## src/rtl/edge_sync_if.sv

```systemverilog
// Bus bundle for edge_sync_bank: raw inputs and qualifiers in, synchronised levels, pulses and edge count out.
interface edge_sync_if #(
  parameter int unsigned WIDTH = 4,
  parameter int unsigned CNT_W = 8
);
  logic [WIDTH-1:0] signal_in;
  logic             en;
  logic             cnt_clr;
  logic [WIDTH-1:0] signal_out;
  logic [WIDTH-1:0] rise;
  logic [WIDTH-1:0] fall;
  logic             any_edge;
  logic [CNT_W-1:0] edge_cnt;

  modport master (
    output signal_in, en, cnt_clr,
    input  signal_out, rise, fall, any_edge, edge_cnt
  );

  modport slave (
    input  signal_in, en, cnt_clr,
    output signal_out, rise, fall, any_edge, edge_cnt
  );
endinterface

```

## src/rtl/edge_sync_bank.sv

```systemverilog
// Multi-channel input synchroniser with optional per-channel debounce, rise/fall pulses and a saturating edge counter.
// Optional feature macro: EDGE_SYNC_DEBOUNCE_EN (per-channel debounce counters).
module edge_sync_bank #(
  parameter int unsigned WIDTH        = 4,
  parameter int unsigned SYNC_STAGES  = 2,
  parameter int unsigned DEBOUNCE_CNT = 16,
  parameter bit          INIT_LEVEL   = 1'b0,
  parameter int unsigned CNT_W        = 8
) (
  input  logic        clk_in,
  input  logic        rst,
  edge_sync_if.slave  bus
);

  if (WIDTH < 1 || SYNC_STAGES < 2 || DEBOUNCE_CNT < 1) begin : g_bad_param
    $error("edge_sync_bank: illegal parameter value");
  end

  logic [WIDTH-1:0] stage_q [SYNC_STAGES];
  logic [WIDTH-1:0] stage_d [SYNC_STAGES];
  logic [WIDTH-1:0] synced;
  logic [WIDTH-1:0] out_q, out_d;
  logic [WIDTH-1:0] rise_q, rise_d;
  logic [WIDTH-1:0] fall_q, fall_d;
  logic             any_edge_q, any_edge_d;
  logic [CNT_W-1:0] edge_cnt_q, edge_cnt_d;

  // Sync chain shifts every cycle, independent of en
  always_comb begin
    stage_d[0] = bus.signal_in;
    for (int s = 1; s < SYNC_STAGES; s++) begin
      stage_d[s] = stage_q[s-1];
    end
  end

  assign synced = stage_q[SYNC_STAGES-1];

`ifdef EDGE_SYNC_DEBOUNCE_EN
  localparam int unsigned DB_W = $clog2(DEBOUNCE_CNT + 1);

  logic [DB_W-1:0] db_cnt_q [WIDTH];
  logic [DB_W-1:0] db_cnt_d [WIDTH];

  // New level accepted only after DEBOUNCE_CNT consecutive cycles of disagreement
  always_comb begin
    out_d = out_q;
    for (int i = 0; i < WIDTH; i++) begin
      db_cnt_d[i] = db_cnt_q[i];
      if (bus.en) begin
        if (synced[i] == out_q[i]) begin
          db_cnt_d[i] = '0;
        end else if (db_cnt_q[i] == DB_W'(DEBOUNCE_CNT - 1)) begin
          out_d[i]    = synced[i];
          db_cnt_d[i] = '0;
        end else begin
          db_cnt_d[i] = db_cnt_q[i] + DB_W'(1);
        end
      end
    end
  end

  always_ff @(posedge clk_in or posedge rst) begin
    if (rst) begin
      for (int i = 0; i < WIDTH; i++) db_cnt_q[i] <= '0;
    end else begin
      for (int i = 0; i < WIDTH; i++) db_cnt_q[i] <= db_cnt_d[i];
    end
  end
`else
  always_comb begin
    out_d = out_q;
    if (bus.en) out_d = synced;
  end
`endif

  always_comb begin
    rise_d     = {WIDTH{bus.en}} & ~out_q &  out_d;
    fall_d     = {WIDTH{bus.en}} &  out_q & ~out_d;
    any_edge_d = |(rise_q | fall_q);
    edge_cnt_d = edge_cnt_q;
    // Clear wins over increment; count saturates at all-ones
    if (bus.cnt_clr) begin
      edge_cnt_d = '0;
    end else if (any_edge_d && (edge_cnt_q != {CNT_W{1'b1}})) begin
      edge_cnt_d = edge_cnt_q + CNT_W'(1);
    end
  end

  always_ff @(posedge clk_in or posedge rst) begin
    if (rst) begin
      for (int s = 0; s < SYNC_STAGES; s++) stage_q[s] <= {WIDTH{INIT_LEVEL}};
      out_q      <= {WIDTH{INIT_LEVEL}};
      rise_q     <= '0;
      fall_q     <= '0;
      any_edge_q <= 1'b0;
      edge_cnt_q <= '0;
    end else begin
      for (int s = 0; s < SYNC_STAGES; s++) stage_q[s] <= stage_d[s];
      out_q      <= out_d;
      rise_q     <= rise_d;
      fall_q     <= fall_d;
      any_edge_q <= any_edge_d;
      edge_cnt_q <= edge_cnt_d;
    end
  end

  assign bus.signal_out = out_q;
  assign bus.rise       = rise_q;
  assign bus.fall       = fall_q;
  assign bus.any_edge   = any_edge_q;
  assign bus.edge_cnt   = edge_cnt_q;

endmodule

```

## src/flat_wrapper.sv

```systemverilog
// flat-port wrapper written by rule: the top's interface ports become plain ports
module edge_sync_bank_flat 
#(
  parameter int unsigned WIDTH        = 4,
  parameter int unsigned SYNC_STAGES  = 2,
  parameter int unsigned DEBOUNCE_CNT = 16,
  parameter bit          INIT_LEVEL   = 1'b0,
  parameter int unsigned CNT_W        = 8
)
  (clk_in, rst, bus_signal_in, bus_en, bus_cnt_clr, bus_signal_out, bus_rise, bus_fall, bus_any_edge, bus_edge_cnt);
  edge_sync_if #(.WIDTH(WIDTH), .CNT_W(CNT_W)) bus_i ();
  input  logic clk_in;
  input  logic rst;
  input wire logic [$bits(bus_i.signal_in)-1:0] bus_signal_in;
  input wire logic [$bits(bus_i.en)-1:0] bus_en;
  input wire logic [$bits(bus_i.cnt_clr)-1:0] bus_cnt_clr;
  output wire logic [$bits(bus_i.signal_out)-1:0] bus_signal_out;
  output wire logic [$bits(bus_i.rise)-1:0] bus_rise;
  output wire logic [$bits(bus_i.fall)-1:0] bus_fall;
  output wire logic [$bits(bus_i.any_edge)-1:0] bus_any_edge;
  output wire logic [$bits(bus_i.edge_cnt)-1:0] bus_edge_cnt;
  assign bus_i.signal_in = bus_signal_in;
  assign bus_i.en = bus_en;
  assign bus_i.cnt_clr = bus_cnt_clr;
  assign bus_signal_out = bus_i.signal_out;
  assign bus_rise = bus_i.rise;
  assign bus_fall = bus_i.fall;
  assign bus_any_edge = bus_i.any_edge;
  assign bus_edge_cnt = bus_i.edge_cnt;
  edge_sync_bank #(.WIDTH(WIDTH), .SYNC_STAGES(SYNC_STAGES), .DEBOUNCE_CNT(DEBOUNCE_CNT), .INIT_LEVEL(INIT_LEVEL), .CNT_W(CNT_W)) u_core (.clk_in(clk_in), .rst(rst), .bus(bus_i));
endmodule
```

## config.mk

```make
export PLATFORM = sky130hd
export DESIGN_NAME = edge_sync_bank_flat
export DESIGN_NICKNAME = d
export VERILOG_FILES = /design/src/rtl/edge_sync_if.sv /design/src/rtl/edge_sync_bank.sv /design/src/flat_wrapper.sv
export SDC_FILE = /design/constraint.sdc
export NUM_CORES = 1
export LEC_CHECK = 0
export BUFFER_PORTS_ARGS = -buffer_cell sky130_fd_sc_hd__buf_2
export CAP_MARGIN = 20
export CORE_ASPECT_RATIO = 0.8
export CORE_MARGIN = 5
export CORE_UTILIZATION = 48
export CTS_BUF_LIST = sky130_fd_sc_hd__clkbuf_4 sky130_fd_sc_hd__clkbuf_8
export DETAILED_ROUTE_END_ITERATION = 16
export PLACE_DENSITY = 0.83
export SKIP_LAST_GASP = 1
export SYNTH_ARGS = -nofsm -noshare
export SYNTH_HDL_FRONTEND = slang
export SYNTH_SLANG_ARGS = --single-unit
```

## constraint.sdc

```tcl
create_clock -name clk_in -period 1.46 [get_ports clk_in]
set_input_delay 0.438 -clock clk_in [delete_from_list [all_inputs] [get_ports clk_in]]
set_output_delay 0.438 -clock clk_in [all_outputs]
set_load 0.02 [all_outputs]
```

==> out/summary.json <==
{
  "placement": {
    "placement.io_buffers": 28,
    "placed_cells": 149,
    "globalplace.congestion": 0.880,
    "post_dp_cell_area_um2": 1360,
    "detailedPlacementHpwl_um": 1720,
    "detailedPlace.worstSlack_ns": -0.132
  },
  "synthesis": {
    "synthesis.area_per_instance_um2": 12.9,
    "post-synth-top-area-cell": "sky130_fd_sc_hd__dfrtp_1",
    "yosysWarnings": 0,
    "ffs_latches_synth": 29,
    "synthesis.nets": 94,
    "synth_enable_flop_cells": 0,
    "synthCells": 85,
    "synth.area.top_cells": "sky130_fd_sc_hd__dfrtp_1 66%, sky130_fd_sc_hd__mux2_2 3.1%, sky130_fd_sc_hd__a21oi_1 2.7%",
    "synth_top_cells_by_count": "29 x sky130_fd_sc_hd__dfrtp_1, 7 x sky130_fd_sc_hd__nand2_1, 6 x sky130_fd_sc_hd__a21oi_1, 6 x sky130_fd_sc_hd__nor2_1",
    "synth_top_flop_cell": "sky130_fd_sc_hd__dfrtp_1",
    "synth.yosys.seq_area_share_pct": 66.2,
    "synth_cell_types": 22,
    "yosys.area.top_type_share_pct": 66.2,
    "synth_async_sr_flop_share_pct": 100,
    "syn-cell-area_um2": 1100,
    "synthMostInstantiatedCell": "sky130_fd_sc_hd__dfrtp_1"
  },
  "power": {
    "power.density_nw_per_um2": 1160,
    "leakage_nw": 0.847,
    "post-layout-total-power_mw": 2.00,
    "ir_drop_mv": 0.901
  },
  "timing": {
    "grt_setup_unrepaired": "yes",
    "holdWs_ns": 0.159,
    "timing.setup.tns_ns": -0.313,
    "slew_headroom_pct": 76.8,
    "period_share_pct": 103,
    "clock_skew_ns": 0.00986,
    "actual_transition_at_the_worst_max_transition_pin_ns": 0.348,
    "pins_over_their_slew_limit": 0,
    "final_period_minus_worst_setup_slack_ns": 1.51,
    "fin_ws_ns": -0.0508,
    "fmax_mhz": 662,
    "setup_viol": 9,
    "finalHoldViolations": 0
  },
  "cells_and_area": {
    "post_route_cells_drive_above_1_share_pct": 55.4,
    "antenna-diode-count": 0,
    "syn_to_final_growth_pct": 58.0,
    "layout.cells.non_filler": 173,
    "finish.net_count": 156,
    "fill_cell_instance_count_of_the_final_layout": 133,
    "finalCoreUtilization_pct": 79.5,
    "final_design_area_no_fill_um2": 1730
  },
  "global_routing": {
    "grt_first_pass_wirelength_um": 4530,
    "globalRouteTotalUtil_pct": 18.2,
    "maximum_number_of_pins_on_one_net_before_global_route_repair": 30,
    "antenna_found_initial": 0,
    "grt_pass1_vias": 1021,
    "globalRoute.totalOverflow": 0
  },
  "drt": {
    "remaining_drc_errors": 0,
    "drt_first_pass_iters": 4,
    "detailedRoute.firstIterationViolations": 32,
    "routed-via-count": 905,
    "drt-wirelength-per-cell_um": 15.6,
    "via_per_inst": 5.23,
    "totalWireLength_um": 2700,
    "drtAntennaViolNets": 0
  },
  "clocking": {
    "cts_max_path_buffers": 2,
    "numCtsBuffers": 5,
    "worstSkewPairLatency_ns": 0.33,
    "ctsRootBufferMaster": "sky130_fd_sc_hd__clkbuf_4",
    "ctsHtreeMaxLevel": 2,
    "cts_tree": "done",
    "clkTransAtPathRegs_ns": 0.10,
    "clock-sinks": 29
  },
  "setup_path": {
    "worst_setup_path_end_kind": "flip-flop",
    "category_of_the_worst_setup_path_launch_point": "flip-flop",
    "crit_type": "flip-flop to flip-flop",
    "critPathMaxFanout": 5,
    "worstPathRequired_ns": 1.71,
    "worstPathArrival_ns": 1.76
  },
  "status": {
    "violations": "setup timing",
    "run_status": "finished, violations left"
  },
  "worst_hold_path": {
    "hold_class": "input port to asynchronous set/reset pin"
  },
  "floorplan": {
    "fp.dieH_um": 52.7,
    "io_pins": 29,
    "area_of_the_placeable_core_um2": 2180,
    "start_util_pct": 50.3,
    "core.rowCount": 15,
    "die_width_um": 63.4,
    "die-area_um2": 3350
  },
  "flow_run": {
    "timing.max_cap.violations": 0
  }
}
-- what timing repair did --
item	4_1_cts	5_1_grt
hold buffers	0	0
gates resized for setup	29	11
pin swaps	1	4
cloned	1	0
buffers inserted	11	4
endpoints found under the setup margin	17	17
-- registers in the layout (all words and copies together) (netlist names) --
register	flops
u_core.stage_d	4
u_core.bus.signal_out	4
u_core.bus.fall	4
u_core.synced	4
u_core.bus.any_edge	1
u_core.bus.rise	4
u_core.bus.edge_cnt	8
-- critical path, cell delays in order (launching register included) --
cell                        delay, ns
sky130_fd_sc_hd__dfrtp_2         0.45
sky130_fd_sc_hd__ha_4            0.17
sky130_fd_sc_hd__nand3_2         0.10
sky130_fd_sc_hd__o2bb2ai_4       0.09
sky130_fd_sc_hd__or4_4           0.49
sky130_fd_sc_hd__a21oi_2         0.13
-- where the power goes --
part | switching (mW) | total, mW | internal [mW]
sequential | 0.0463 | 0.902 | 0.856
clock | 0.290 | 0.697 | 0.407
combinational | 0.192 | 0.404 | 0.212
-- cell type report --
class	count	area [um2]	area share, %
clock buffers	6	51.3	2.96
clock inverters	2	37.5	2.17
inverters	3	11.3	0.650
multi-input cells	51	417	24.1
flip-flops and latches	29	728	42.1
well taps	25	31.3	1.81
repair buffers	57	455	26.3
-- final timing paths --
check / start / end / slack [ns] / cells after the start
max reg2reg: u_core.bus.edge_cnt[1] / u_core.bus.edge_cnt[5] / -0.05 / 5
max: u_core.bus.edge_cnt[1] / u_core.bus.edge_cnt[5] / -0.05 / 5
min reg2reg: u_core.stage_d[1] / u_core.synced[1] / 0.36 / 0
max in group asynchronous: rst / u_core.bus.edge_cnt[0] / 1.03 / 3
min: rst / u_core.stage_d[3] / 0.16 / 3
min in group clk_in: bus_signal_in[1] / u_core.stage_d[1] / 0.21 / 1
-- routing by layer --
metal	wire length (um)	up-vias	global-route usage, %
li1	-	428	-
met1	980	450	17.2
met2	1550	22	35.1
met3	144	5	5.58
met4	27	0	10.0
met5	0	-	0
-- cells in the final DEF (no fill, tap or decap), drive strengths merged --
master,synthesis,layout
buf,1,57
dfrtp,29,29
nand2,7,7
nor2,6,6
a21oi,6,6
clkbuf,1,6
nand3,4,4
o21ai,4,4
mux2,3,3
and3b,3,3
inv,3,3
or3,3,3
o31ai,3,3
or4,3,3
nor4,2,2
o2bb2ai,1,2
nand4,1,1
xor2,1,1
mux2i,1,1
nor3b,1,1
ha,1,1
clkinvlp,0,1
bufinv,0,1
-- cell families after synthesis --
logic type,count (synthesis),share of synthesized area (%)
xor+xnor,1,0.799
compound gates,14,7.99
mux,4,4.00
buf+inv,6,3.31
simple gates,30,16.6
fa+ha+maj,1,1.14
flops,29,66.2
Power figures use the tool's default switching activity.
